$ cat config.mk
export PLATFORM = sky130hd
export DESIGN_NAME = fetch_stage_flat
export DESIGN_NICKNAME = d
export VERILOG_FILES = /design/src/rtl/fetch_stage_if.sv /design/src/rtl/fetch_stage.sv /design/src/flat_wrapper.sv
export SDC_FILE = /design/constraint.sdc
export NUM_CORES = 1
export LEC_CHECK = 0
export ABC_AREA = 1
export CAP_MARGIN = 0
export CORE_MARGIN = 2
export CORE_UTILIZATION = 40
export CTS_CLUSTER_DIAMETER = 120
export DETAILED_ROUTE_END_ITERATION = 12
export PLACE_DENSITY = 0.76
export SLEW_MARGIN = 20
export SYNTH_ARGS = -nofsm -noshare
export SYNTH_HDL_FRONTEND = slang
export SYNTH_SLANG_ARGS = --single-unit
$ cat constraint.sdc
create_clock -name clk -period 1.5 [get_ports clk]
set_input_delay 0.15 -clock clk [delete_from_list [all_inputs] [get_ports clk]]
set_output_delay 0.15 -clock clk [all_outputs]
set_load 0.1 [all_outputs]
$ cat src/rtl/fetch_stage_if.sv
// -----------------------------------------------------------------------------
// fetch_stage_if
// Groups the fetch stage's control, instruction-memory and IF/ID signals.
//   master : the fetch stage itself (drives PCF and the IF/ID outputs)
//   slave  : the rest of the core (hazard unit, EX redirect, instruction memory)
// Signals:
//   PCWrite, IF_ID_Write, IF_ID_Flush : hazard-unit controls into fetch
//   PCSrcE, PCTargetE                 : redirect request and target from EX
//   PCF, InstrF                       : fetch address out, instruction word in
//   InstrD, PCD, PCPlus4D, ValidD     : IF/ID register contents
//   StallCount, FlushCount            : perf counters, only with FETCH_PERF_EN
// -----------------------------------------------------------------------------
interface fetch_stage_if;
  logic        PCWrite;
  logic        IF_ID_Write;
  logic        IF_ID_Flush;
  logic        PCSrcE;
  logic [31:0] PCTargetE;
  logic [31:0] PCF;
  logic [31:0] InstrF;
  logic [31:0] InstrD;
  logic [31:0] PCD;
  logic [31:0] PCPlus4D;
  logic        ValidD;
`ifdef FETCH_PERF_EN
  logic [31:0] StallCount;
  logic [31:0] FlushCount;

  modport master (
    input  PCWrite, IF_ID_Write, IF_ID_Flush, PCSrcE, PCTargetE, InstrF,
    output PCF, InstrD, PCD, PCPlus4D, ValidD, StallCount, FlushCount
  );
  modport slave (
    output PCWrite, IF_ID_Write, IF_ID_Flush, PCSrcE, PCTargetE, InstrF,
    input  PCF, InstrD, PCD, PCPlus4D, ValidD, StallCount, FlushCount
  );
`else
  modport master (
    input  PCWrite, IF_ID_Write, IF_ID_Flush, PCSrcE, PCTargetE, InstrF,
    output PCF, InstrD, PCD, PCPlus4D, ValidD
  );
  modport slave (
    output PCWrite, IF_ID_Write, IF_ID_Flush, PCSrcE, PCTargetE, InstrF,
    input  PCF, InstrD, PCD, PCPlus4D, ValidD
  );
`endif
endinterface

$ cat src/rtl/fetch_stage.sv
// -----------------------------------------------------------------------------
// fetch_stage
// Instruction-fetch stage of a 5-stage RISC-V pipeline: PC register, next-PC
// selection (reset > EX redirect > sequential advance > hold) and the IF/ID
// pipeline register (reset/flush > load > hold).
// Ports:
//   clk  : single clock, all state on the rising edge
//   rst  : synchronous active-high reset
//   bus  : fetch_stage_if.master (see interface for signal list)
// Parameters:
//   RESET_PC  : PC loaded on reset
//   NOP_INSTR : instruction placed in IF/ID on reset or flush
// Optional feature:
//   FETCH_PERF_EN : when defined, adds the 32-bit StallCount / FlushCount
//                   performance counters on the interface.
// -----------------------------------------------------------------------------
module fetch_stage #(
  parameter logic [31:0] RESET_PC  = 32'hBFC0_0000,
  parameter logic [31:0] NOP_INSTR = 32'h0000_0013
) (
  input  logic          clk,
  input  logic          rst,
  fetch_stage_if.master bus
);

  logic [31:0] pc_reg;
  logic [31:0] pc_plus4_f;
  logic [31:0] instr_d_reg;
  logic [31:0] pc_d_reg;
  logic [31:0] pc_plus4_d_reg;
  logic        valid_d_reg;

  // Natural 32-bit wrap: FFFF_FFFC + 4 = 0.
  assign pc_plus4_f = pc_reg + 32'd4;

  // PC register. The next PC depends only on registered PC and EX/hazard
  // controls, never on InstrF. A redirect beats PCWrite=0 so a stall cannot
  // swallow a taken branch.
  always_ff @(posedge clk) begin
    if (rst) begin
      pc_reg <= RESET_PC;
    end else if (bus.PCSrcE) begin
      pc_reg <= {bus.PCTargetE[31:2], 2'b00};
    end else if (bus.PCWrite) begin
      pc_reg <= pc_plus4_f;
    end
  end

  // IF/ID register. Flush beats a held (IF_ID_Write=0) register.
  always_ff @(posedge clk) begin
    if (rst || bus.IF_ID_Flush) begin
      instr_d_reg    <= NOP_INSTR;
      pc_d_reg       <= 32'd0;
      pc_plus4_d_reg <= 32'd0;
      valid_d_reg    <= 1'b0;
    end else if (bus.IF_ID_Write) begin
      instr_d_reg    <= bus.InstrF;
      pc_d_reg       <= pc_reg;
      pc_plus4_d_reg <= pc_plus4_f;
      valid_d_reg    <= 1'b1;
    end
  end

  assign bus.PCF      = pc_reg;
  assign bus.InstrD   = instr_d_reg;
  assign bus.PCD      = pc_d_reg;
  assign bus.PCPlus4D = pc_plus4_d_reg;
  assign bus.ValidD   = valid_d_reg;

`ifdef FETCH_PERF_EN
  logic [31:0] stall_count_reg;
  logic [31:0] flush_count_reg;

  // A cycle with PCWrite=0 but a redirect still moves the PC, so it is not
  // counted as a stall.
  always_ff @(posedge clk) begin
    if (rst) begin
      stall_count_reg <= 32'd0;
      flush_count_reg <= 32'd0;
    end else begin
      if (!bus.PCWrite && !bus.PCSrcE) begin
        stall_count_reg <= stall_count_reg + 32'd1;
      end
      if (bus.IF_ID_Flush) begin
        flush_count_reg <= flush_count_reg + 32'd1;
      end
    end
  end

  assign bus.StallCount = stall_count_reg;
  assign bus.FlushCount = flush_count_reg;
`endif

endmodule

$ cat src/flat_wrapper.sv
// flat-port wrapper written by rule: the top's interface ports become plain ports
module fetch_stage_flat 
#(
  parameter logic [31:0] RESET_PC  = 32'hBFC0_0000,
  parameter logic [31:0] NOP_INSTR = 32'h0000_0013
)
  (clk, rst, bus_PCWrite, bus_IF_ID_Write, bus_IF_ID_Flush, bus_PCSrcE, bus_PCTargetE, bus_InstrF, bus_PCF, bus_InstrD, bus_PCD, bus_PCPlus4D, bus_ValidD);
  fetch_stage_if bus_i ();
  input  logic clk;
  input  logic rst;
  input wire logic [$bits(bus_i.PCWrite)-1:0] bus_PCWrite;
  input wire logic [$bits(bus_i.IF_ID_Write)-1:0] bus_IF_ID_Write;
  input wire logic [$bits(bus_i.IF_ID_Flush)-1:0] bus_IF_ID_Flush;
  input wire logic [$bits(bus_i.PCSrcE)-1:0] bus_PCSrcE;
  input wire logic [$bits(bus_i.PCTargetE)-1:0] bus_PCTargetE;
  input wire logic [$bits(bus_i.InstrF)-1:0] bus_InstrF;
  output wire logic [$bits(bus_i.PCF)-1:0] bus_PCF;
  output wire logic [$bits(bus_i.InstrD)-1:0] bus_InstrD;
  output wire logic [$bits(bus_i.PCD)-1:0] bus_PCD;
  output wire logic [$bits(bus_i.PCPlus4D)-1:0] bus_PCPlus4D;
  output wire logic [$bits(bus_i.ValidD)-1:0] bus_ValidD;
  assign bus_i.PCWrite = bus_PCWrite;
  assign bus_i.IF_ID_Write = bus_IF_ID_Write;
  assign bus_i.IF_ID_Flush = bus_IF_ID_Flush;
  assign bus_i.PCSrcE = bus_PCSrcE;
  assign bus_i.PCTargetE = bus_PCTargetE;
  assign bus_i.InstrF = bus_InstrF;
  assign bus_PCF = bus_i.PCF;
  assign bus_InstrD = bus_i.InstrD;
  assign bus_PCD = bus_i.PCD;
  assign bus_PCPlus4D = bus_i.PCPlus4D;
  assign bus_ValidD = bus_i.ValidD;
  fetch_stage #(.RESET_PC(RESET_PC), .NOP_INSTR(NOP_INSTR)) u_core (.clk(clk), .rst(rst), .bus(bus_i));
endmodule
Word level (Yosys, flattened, before mapping)

Cells that the tools add are included.

Bits of input ports: 70
Register bits: 129
Word-level logic and storage cells: 12

Reductions and logical operators: 3
$add $sub $neg: 1
Multiplexer cells: 2

Operators with widths:

| kind                                           | number |
|---|---|
| two-way mux 32 bit                             | 2 |
| adder 32 x 3 -> 32 bit (second input constant) | 1 |
| nonzero test 2 bit                             | 1 |
| OR reduction 2 bit                             | 1 |
| logical OR 1 bit                               | 1 |

Longest topological paths before layout

Gate-level depths: netlist of the first run.

Word-level depth: 3
Depth in mapped cells: 10
Depth with buffers taken out: 10

Worst setup path before layout of the first run

OpenSTA, ideal clock, no wires.

Kind: register to register
From: register u_core.pc_reg[2] (netlist: u_core.bus.PCF[2])
To: register u_core.pc_plus4_d_reg[16] (netlist: u_core.bus.PCPlus4D[16])
Period minus slack after synthesis: 2372 ps
Slack: -872 ps
Cell stages (with the launch flop): 8
Arrival time: 2256 ps
Path through: dfxtp_1 -> ha_1 -> nand3_1 -> nor2_2 -> nand3_1 -> xnor2_1 -> o21ai_0 -> inv_1

Word-level cells in the longest chain between the ends: 1

RTL lines:

| what                     | RTL line          | RTL |
|---|---|---|
| start: declaration       | fetch_stage.sv:26 | `logic [31:0] pc_reg;` |
| start signal: assignment | fetch_stage.sv:43 | `pc_reg <= {bus.PCTargetE[31:2], 2'b00};` |
| start signal: assignment | fetch_stage.sv:45 | `pc_reg <= pc_plus4_f;` |
| adder 32 x 3 -> 32 bit   | fetch_stage.sv:34 | `assign pc_plus4_f = pc_reg + 32'd4;` |
| end signal: assignment   | fetch_stage.sv:59 | `pc_plus4_d_reg <= pc_plus4_f;` |
| end: declaration         | fetch_stage.sv:30 | `logic [31:0] pc_plus4_d_reg;` |

No other way between the ends.
A chain may end at the register's enable or synchronous reset.

Worst setup path after layout of the first run

From: register u_core.pc_reg[3] (netlist: u_core.bus.PCF[3])
To: register u_core.pc_plus4_d_reg[22] (netlist: u_core.bus.PCPlus4D[22])

The elaborated chain is that of the path after synthesis.

==> metrics.csv, run 1 <==
metric,value,unit
status,"complete, but fails checks",
failed_checks,negative setup slack,
drv_cap,0,
syn_area,5315,µm²
drive_gt1_frac,0.2786,
fin_util,0.7388,
drt-initial-drc-count,438,
required,1.80,ns
grt_pass1_vias,5790,
rsz0062_at_grt,yes,
grtUsageTotal,0.2637,
cts_tree,built,
antenna_found_initial,0,
worst_hold_slack,0.2050,ns
hpwl,13220,µm
fp.dieW,119.3,µm
clock_latency,0.41,ns
yosysWarnings,0,
setup_slack,-0.005781,ns
cts-root-buf,clkbuf_16,
grt_max_degree,52,
dieArea,14230,µm²
htreeDepth,4,
multi_input_area,2634,µm²
timing.fmax,664.1,MHz
slew_headroom,0.6558,
first_pass_iters,5,
io_pins,199,
finalSetupViolCount,1,
drc,0,
drt-total-wl,18340,µm
finalCritPeriodShare,1.004,
finalHoldViolations,0,
critical-path-max-stage-delay,0.38,ns
num_vias,5802,
globalRouteOverflowTotal,0,
num_rows,42,
initial_core_util,0.4062,
clkTransAtPathRegs,0.05,ns
place_congestion,0.9377,
slew_viol_final,0,
ant_nets,0,
peakVddDrop,0.0008245,V
fin_nets,1039,
grt_pass1_wl,29440,µm
port_buffers,190,
crit_slowest_cell,dfxtp_4,
diodes,0,
p_leak,0.004049,µW
cp_common_cell,nor2_4,
ys_seq_area_frac,0.4633,
cp-start-kind,flip-flop,
hp-class,input pin to flip-flop,
skew,0.007494,ns
clockBufferDepth,2,
criticalPathCategory,flip-flop to flip-flop,
crit_fanout,5,
crit_path_end_kind,flip-flop,
crit_path_cell_trace,ha_4 -> inv_4 -> nor2_4 -> nand2_4 -> nor2_4 -> nand3_1 -> nand2_1 -> nand2_2 -> o21ai_1 -> inv_1,
register_area,2571,µm²
via_per_inst,5.019,
cts_hold_buf,0,
worst_pin_slew,0.5162,ns
ys_types,27,
routedWlPerCell,15.86,µm
cts_buffers,17,
power_density,1011,nW/µm²
synth-seq-cells,123,
synthesis.instances,759,
cts.sinks,123,
finalCriticalPeriod,1.506,ns
die_h,119.3,µm
core,13090,µm²
worst_ep_arrival_time,1.81,ns
n_fill_cell,938,
avgSynthCellArea,7.003,µm²
area_growth,81.87,%
-- critical path: cells and delay by family, from the launching register on --
kind	cells	cell delay [ns]
and+or+nand+nor	6	0.58
DFF	1	0.38
adders and majority gates	1	0.19
AOI/OAI and AO/OA	1	0.15
buffers and inverters	2	0.10
-- registers in the layout, indices dropped and copies added, names as in the netlist --
register             count
u_core.bus.InstrD       32
u_core.bus.PCD          30
u_core.bus.PCF          30
u_core.bus.PCPlus4D     30
u_core.bus.ValidD        1
-- cells in the final DEF (no fill, tap or decap), types with 2 or more instances in the layout --
cell and n:
nand2_1 232, buf_12 128, dfxtp_1 94, nor2_1 79
a21oi_1 72, clkdlybuf4s50_1 66, inv_1 48, buf_4 39
o21ai_0 35, dfxtp_4 29, nor2_2 19, nand3_1 19
clkbuf_16 18, nor2_4 13, a22oi_1 12, nand2_2 10
xor2_1 10, a221oi_1 9, clkbuf_1 8, a31oi_1 7
conb_1 6, o21ai_1 5, xnor2_1 3, clkbuf_8 3
inv_2 2, xnor2_2 2, a31o_2 2, clkinv_2 2
-- final timing paths --
| kind | start | endpoint | slack (ns) | cells past startpoint |
|---|---|---|---|---|
| setup / recovery | u_core.bus.PCF[3] | u_core.bus.PCPlus4D[22] | -0.006 | 10 |
| setup reg to reg | u_core.bus.PCF[3] | u_core.bus.PCPlus4D[22] | -0.006 | 10 |
| hold / removal | bus_IF_ID_Write | u_core.bus.InstrD[4] | 0.21 | 4 |
| hold reg to reg | u_core.bus.PCD[16] | u_core.bus.PCD[16] | 0.49 | 2 |
-- where the power goes --
group | leakage [µW] | switching [µW] | internal, µW
combinational | 0.00277 | 1600 | 905
sequential | 0.00102 | 181 | 3400
clock | 0.000261 | 1360 | 2330
total | 0.00405 | 3140 | 6630
-- stage by stage --
step,cells,worst slack [ns],setup TNS (ns),total power [µW],instance area (µm²)
2_1_floorplan,764,-0.06195,-0.3289,5076,5507
3_3_place_gp,1119,0.04703,0,6095,8986
3_5_place_dp,1119,0.02583,0,6120,8986
4_1_cts,1152,0.01064,0,9824,9533
5_1_grt,1156,-0.09338,-0.5417,10110,9667
6_report,1156,-0.005781,-0.005781,9770,9667
-- kinds of logic after synthesis --
logic type / after synthesis / share of synthesized area
flops: 123 / 0.4633
xor+xnor: 15 / 0.02472
simple gates: 377 / 0.2837
fa+ha+maj: 1 / 0.002354
compound gates: 143 / 0.1497
buf+inv: 99 / 0.07556
other cells: 1 / 0.0007055
-- synthesized netlist by cell type --
cell / instances / area share
inv_1: 50 / 0.035
nor2_1: 99 / 0.070
o21ai_1: 1 / 0.00094
clkinv_1: 1 / 0.00071
nand2_2: 4 / 0.0047
dfxtp_1: 123 / 0.46
nand2_1: 238 / 0.17
o21ai_0: 40 / 0.038
nor2_4: 3 / 0.0064
a31oi_1: 7 / 0.0082
a22oi_1: 12 / 0.017
nand3_1: 21 / 0.020
buf_4: 6 / 0.0085
a221oi_1: 9 / 0.015
clkbuf_1: 30 / 0.021
xnor2_1: 5 / 0.0082
a21oi_1: 72 / 0.068
xor2_1: 10 / 0.016
buf_1: 6 / 0.0042
nor3_1: 1 / 0.00094
nor2_2: 9 / 0.011
a31o_2: 2 / 0.0033
ha_1: 1 / 0.0024
nand4_1: 1 / 0.0012
conb_1: 1 / 0.00071
nand2_4: 1 / 0.0021
buf_2: 6 / 0.0056
-- what timing repair did --
item                                    4_1_cts  5_1_grt
endpoints found under the setup margin        2       33
setup buffers                                 2        4
resized for setup                             1       31
hold endpoints to repair                      0        0
pin swaps                                     1       12
-- per-layer routing --
layer	routed length, µm	global-route usage	share of wire
met1	7450	0.3143	0.41
met2	8981	0.4361	0.49
met3	1564	0.08525	0.085
met4	340	0.1116	0.019
met5	0	0	0
-- area by class of cell --
| type | instances | share of cell area |
|---|---|---|
| Clock buffer | 29 | 0.05397 |
| Clock inverter | 2 | 0.001035 |
| Inverter | 51 | 0.02006 |
| Multi-Input combinational cell | 542 | 0.2725 |
| Sequential cell | 123 | 0.2660 |
| Tap cell | 176 | 0.02278 |
| Timing Repair Buffer | 233 | 0.3637 |
(Power assumes the default switching activity.)
==> inputs of run 2 (changes only) <==
- CORE_UTILIZATION: 40 -> 44
- PLACE_DENSITY: 0.76 -> 0.8
- RECOVER_POWER: default -> 50
- clock period: 1.5 -> 1.6 ns (I/O delays scaled with it)
==> metrics.csv, run 2 (synthesis results as in run 1) <==
metric,value,unit,change
failed_checks,negative setup slack,,unchanged
crit_path_start,u_core.bus.PCF[15],,was u_core.bus.PCF[3]
drive_gt1_frac,0.2531,,was 0.2786
cts.sinks,123,,unchanged
worst_hold_slack,0.1529,ns,was 0.2050 ns
finalHoldViolations,0,,unchanged
cts_hold_buf,0,,unchanged
rsz0062_at_grt,yes,,unchanged
grt_pass1_vias,5637,,was 5790
register_area,2551,µm²,was 2571 µm²
core,11910,µm²,was 13090 µm²
p_leak,0.003776,µW,was 0.004049 µW
fin_area,8700,µm²,was 9667 µm²
n_fill_cell,844,,was 938
worst_ep_arrival_time,1.92,ns,was 1.81 ns
cp_common_cell,nand2_1,,was nor2_4
cts_tree,built,,unchanged
final_common_cell,nand2_1,,unchanged
num_rows,40,,was 42
cts_buffers,17,,unchanged
crit_slowest_cell,dfxtp_4,,unchanged
initial_core_util,0.4462,,was 0.4062
peakVddDrop,0.0006192,V,was 0.0008245 V
timing.fmax,614.8,MHz,was 664.1 MHz
area_growth,63.68,%,was 81.87%
cp-start-kind,flip-flop,,unchanged
skew,0.008250,ns,was 0.007494 ns
die_h,113.9,µm,was 119.3 µm
slew_headroom,0.5883,,was 0.6558
dpl_cell_area,8762,µm²,was 8986 µm²
fp.dieW,113.9,µm,was 119.3 µm
fin_nets,1023,,was 1039
place_congestion,0.9293,,was 0.9377
cts-root-buf,clkbuf_16,,unchanged
crit_path_cell_trace,nand2_1 -> nor2_1 -> nand2_1 -> nor2_1 -> nand2_1 -> nand2_1 -> nand2_1 -> o21ai_0 -> inv_1,,was ha_4 -> inv_4 -> nor2_4 -> nand2_4 -> nor2_4 -> nand3_1 -> nand2_1 -> nand2_2 -> o21ai_1 -> inv_1
status,"complete, but fails checks",,unchanged
drt-total-wl,18680,µm,was 18340 µm
grt_max_degree,55,,was 52
hpwl,12970,µm,was 13220 µm
r2r-start,u_core.bus.PCF[15],,was u_core.bus.PCF[3]
power_density,1073,nW/µm²,was 1011 nW/µm²
finalCritPeriodShare,1.017,,was 1.004
drt-initial-drc-count,465,,was 438
drc,0,,unchanged
worst_pin_slew,0.6176,ns,was 0.5162 ns
grtUsageTotal,0.2845,,was 0.2637
io_pins,199,,unchanged
diodes,0,,unchanged
criticalPathCategory,flip-flop to flip-flop,,unchanged
num_vias,5826,,was 5802
hp-class,input pin to flip-flop,,unchanged
drv_cap,0,,unchanged
via_per_inst,5.244,,was 5.019
antenna_found_initial,0,,unchanged
crit_path_end_kind,flip-flop,,unchanged
clockBufferDepth,2,,unchanged
fin_cells,1111,,was 1156
largest_register_ffs,32,,unchanged
first_pass_iters,7,,was 5
ant_nets,0,,unchanged
dpl_worst_slack,0.008839,ns,was 0.02583 ns
routedWlPerCell,16.81,µm,was 15.86 µm
multi_input_area,2560,µm²,was 2634 µm²
required,1.90,ns,was 1.80 ns
setup_slack,-0.02659,ns,was -0.005781 ns
crit_fanout,6,,was 5
finalSetupViolCount,1,,unchanged
final_cell_mix,"237 x nand2_1, 94 x dfxtp_1, 88 x nor2_1, 76 x buf_12, 72 x a21oi_1",,"was 232 x nand2_1, 128 x buf_12, 94 x dfxtp_1, 79 x nor2_1, 72 x a21oi_1"
clkTransAtPathRegs,0.05,ns,about the same
hold_path_startpoint,bus_IF_ID_Write,,unchanged
htreeDepth,4,,unchanged
place_inst,1072,,was 1119
slew_viol_final,0,,unchanged
port_buffers,190,,unchanged
finalCriticalPeriod,1.627,ns,was 1.506 ns
critical-path-max-stage-delay,0.40,ns,was 0.38 ns
globalRouteOverflowTotal,0,,unchanged
clock_latency,0.41,ns,about the same
dieArea,12970,µm²,was 14230 µm²
grt_pass1_wl,28830,µm,was 29440 µm
==> run 2: cell types whose count changed in the layout (fill, tap and decap cells not counted), moves of 8 or more <==
cell	change
dfxtp_2	+8
dfxtp_4	-8
buf_12	-52
buf_4	-19
nor2_1	+9
clkbuf_2	+52
==> run 2: worst max-delay path: cells and delay by family, from the launching register on <==
kind	cells	cell delay, ns
AND/OR/NAND/NOR	7	0.85
buffers and inverters	1	0.06
flip-flops	1	0.40
AO/OA/AOI/OAI	1	0.18
==> run 2: area by class of cell <==
| type | instances | area share |
|---|---|---|
| Tap cell | 147 | 0.02114 |
| Timing Repair Buffer | 217 | 0.3004 |
| Sequential cell | 123 | 0.2933 |
| Clock inverter | 3 | 0.002157 |
| Clock buffer | 28 | 0.06673 |
| Multi-Input combinational cell | 542 | 0.2943 |
| Inverter | 51 | 0.02200 |
==> run 2: layer usage <==
metal / up-vias / routed length [µm] / track usage
li1: 2805 / - / -
met1: 2686 / 7440 / 0.3321
met2: 293 / 9292 / 0.4878
met3: 42 / 1473 / 0.09299
met4: 0 / 472 / 0.1065
met5: - / 0 / 0
==> run 2: report_power, final <==
part	total (µW)	switching (µW)	leakage [µW]	internal, µW
Combinational	2150	1470	0.00246	684
Sequential	3370	181	0.00102	3190
Clock	3810	1350	0.000298	2460
==> run 2: final timing paths <==
kind,endpoint,slack (ns),cells past startpoint
min,u_core.bus.PCPlus4D[3],0.15,4
max,u_core.bus.PCPlus4D[20],-0.03,9
min reg2reg,u_core.bus.InstrD[11],0.46,2
max reg2reg,u_core.bus.PCPlus4D[20],-0.03,9
==> run 2: timing repair <==
action / 4_1_cts / 5_1_grt
pin swaps: 1 / 4
endpoints found under the setup margin: 1 / 28
setup buffers: 1 / 7
resized for setup: 1 / 23
gates cloned: 0 / 0
==> run 2: stage by stage <==
step	total power, µW	util	setup TNS [ns]
3_3_place_gp	5684	0.7356	0
5_1_grt	9627	0.7304	-0.2317
3_5_place_dp	5713	0.7356	0
2_1_floorplan	4756	-	-0.01955
4_1_cts	9505	0.7870	0
6_report	9332	0.7304	-0.02659
==> inputs of run 3 (changes only) <==
--- a/config.mk
+++ b/config.mk
@@ -10,6 +10,7 @@
 export CORE_MARGIN = 2
-export CORE_UTILIZATION = 44
+export CORE_UTILIZATION = 48
 export CTS_CLUSTER_DIAMETER = 120
 export DETAILED_ROUTE_END_ITERATION = 12
-export PLACE_DENSITY = 0.8
+export MAX_ROUTING_LAYER = met4
+export PLACE_DENSITY = 0.86
 export RECOVER_POWER = 50
==> constraint.sdc (replaced) <==
create_clock -name clk -period 1.9 [get_ports clk]
set_input_delay 0.285 -clock clk [delete_from_list [all_inputs] [get_ports clk]]
set_output_delay 0.285 -clock clk [all_outputs]
set_load 0.1 [all_outputs]
==> metrics.csv, run 3 (synthesis results as in run 1) <==
metric,value,unit,change
fin_nets,1007,,was 1023
drive_gt1_frac,0.2207,,was 0.2531
grt_max_degree,107,,was 55
grt_pass1_wl,24580,µm,was 28830 µm
initial_core_util,0.4903,,was 0.4462
slew_headroom,0.4717,,was 0.5883
cts.sinks,123,,unchanged
routedWlPerCell,14.67,µm,was 16.81 µm
worst_ep_arrival_time,2.16,ns,was 1.92 ns
cp-start-kind,flip-flop,,unchanged
io_pins,199,,unchanged
cts-root-buf,clkbuf_8,,was clkbuf_16
largest_register_ffs,32,,unchanged
drv_cap,0,,unchanged
clockBufferDepth,2,,unchanged
fp.dieW,109.2,µm,was 113.9 µm
cts_tree,built,,unchanged
grt_pass1_vias,4891,,was 5637
worst_pin_slew,0.7924,ns,was 0.6176 ns
cts_buffers,17,,unchanged
final_cell_mix,"238 x nand2_1, 98 x nor2_1, 96 x dfxtp_1, 78 x buf_4, 72 x a21oi_1",,"was 237 x nand2_1, 94 x dfxtp_1, 88 x nor2_1, 76 x buf_12, 72 x a21oi_1"
final_common_cell,nand2_1,,unchanged
ant_nets,0,,unchanged
ctsResizeCount,0,,was 1
globalRouteOverflowTotal,0,,unchanged
power.total,7390,µW,was 9332 µW
cts_hold_buf,0,,unchanged
fin_util,0.6911,,was 0.7304
die_h,109.2,µm,was 113.9 µm
peakVddDrop,0.0005402,V,was 0.0006192 V
finalSetupViolCount,0,,was 1
finalCritPeriodShare,0.9022,,was 1.017
num_vias,5481,,was 5826
setup_slack,0.1859,ns,was -0.02659 ns
clock_latency,0.52,ns,was 0.41 ns
skew,0.006356,ns,was 0.008250 ns
criticalPathCategory,flip-flop to flip-flop,,unchanged
diodes,0,,unchanged
drt-total-wl,15950,µm,was 18680 µm
htreeDepth,4,,unchanged
timing.fmax,583.4,MHz,was 614.8 MHz
rsz0062_at_grt,no,,was yes
status,completed,,"was complete, but fails checks"
num_rows,38,,was 40
crit_path_end_kind,flip-flop,,unchanged
first_pass_iters,5,,was 7
dieArea,11930,µm²,was 12970 µm²
finalHoldViolations,0,,unchanged
hp-class,input pin to flip-flop,,unchanged
dpl_worst_slack,0.2374,ns,was 0.008839 ns
drc,0,,unchanged
place_congestion,0.9578,,was 0.9293
core,10840,µm²,was 11910 µm²
drt-initial-drc-count,455,,was 465
crit_fanout,8,,was 6
grtUsageTotal,0.2739,,was 0.2845
port_buffers,190,,unchanged
clkTransAtPathRegs,0.06,ns,was 0.05 ns
p_leak,0.003417,µW,was 0.003776 µW
power_density,986.4,nW/µm²,was 1073 nW/µm²
required,2.34,ns,was 1.90 ns
finalCriticalPeriod,1.714,ns,was 1.627 ns
cts_setup_buffers,0,,was 1
hpwl,10880,µm,was 12970 µm
slew_viol_final,0,,unchanged
area_growth,40.96,%,was 63.68%
antenna_found_initial,0,,unchanged
via_per_inst,5.042,,was 5.244
## run 3: cell types whose count changed in the layout (fill, tap and decap cells not counted), moves of 6 or more
| cell | before | now |
|---|---|---|
| dfxtp_2 | 8 | 26 |
| nor2_1 | 88 | 98 |
| nor2_4 | 9 | 3 |
| dfxtp_4 | 21 | 1 |
| buf_12 | 76 | 5 |
| buf_4 | 20 | 78 |
## run 3: area by class of cell
class,count,area (µm²)
Clock inverter,8,93.84
Timing Repair Buffer,201,1608
Inverter,51,191.4
Tap cell,140,175.2
Multi-Input combinational cell,542,2472
Clock buffer,22,452.9
Fill cell,935,3348
Sequential cell,123,2499
## run 3: where the power goes
part	switching, µW	internal [µW]	leakage [µW]
logic	1200	379	0.00213
registers	113	2700	0.00101
clock network	1090	1910	0.000275
## run 3: worst max-delay path: stages (launching register included)
cell     delay [ns]
dfxtp_1        0.54
nand2_1        0.14
nor2_2         0.19
nand2_2        0.14
nor2_1         0.19
xor2_1         0.24
nand2_1        0.08
a21oi_1        0.12
## run 3: metal layers
metal  share of wire  vias to the layer above  GRT usage
met5               0                        -          -
met4           0.022                        0     0.1022
met3           0.085                       32    0.06515
met2            0.47                      236     0.4228
met1            0.43                     2438     0.3494
li1                -                     2775          -
## run 3: final timing paths
check	startpoint	endpoint	slack [ns]	depth (start not counted)
max reg2reg	u_core.bus.PCF[4]	u_core.bus.PCF[17]	0.19	7
min reg2reg	u_core.bus.InstrD[8]	u_core.bus.InstrD[8]	0.46	2
min	bus_IF_ID_Write	u_core.bus.InstrD[22]	0.21	4
max	u_core.bus.PCF[4]	u_core.bus.PCF[17]	0.19	7
## run 3: per-stage QoR
step	instances	setup TNS (ns)	cell area, µm²	hold slack [ns]
after floorplan	764	-0.01029	5371	0.4121
after global placement	1057	0	7091	0.4420
after detailed placement	1057	0	7091	0.4435
after CTS	1087	0	7637	0.1919
after global routing	1087	0	7492	0.2197
final	1087	0	7492	0.2092
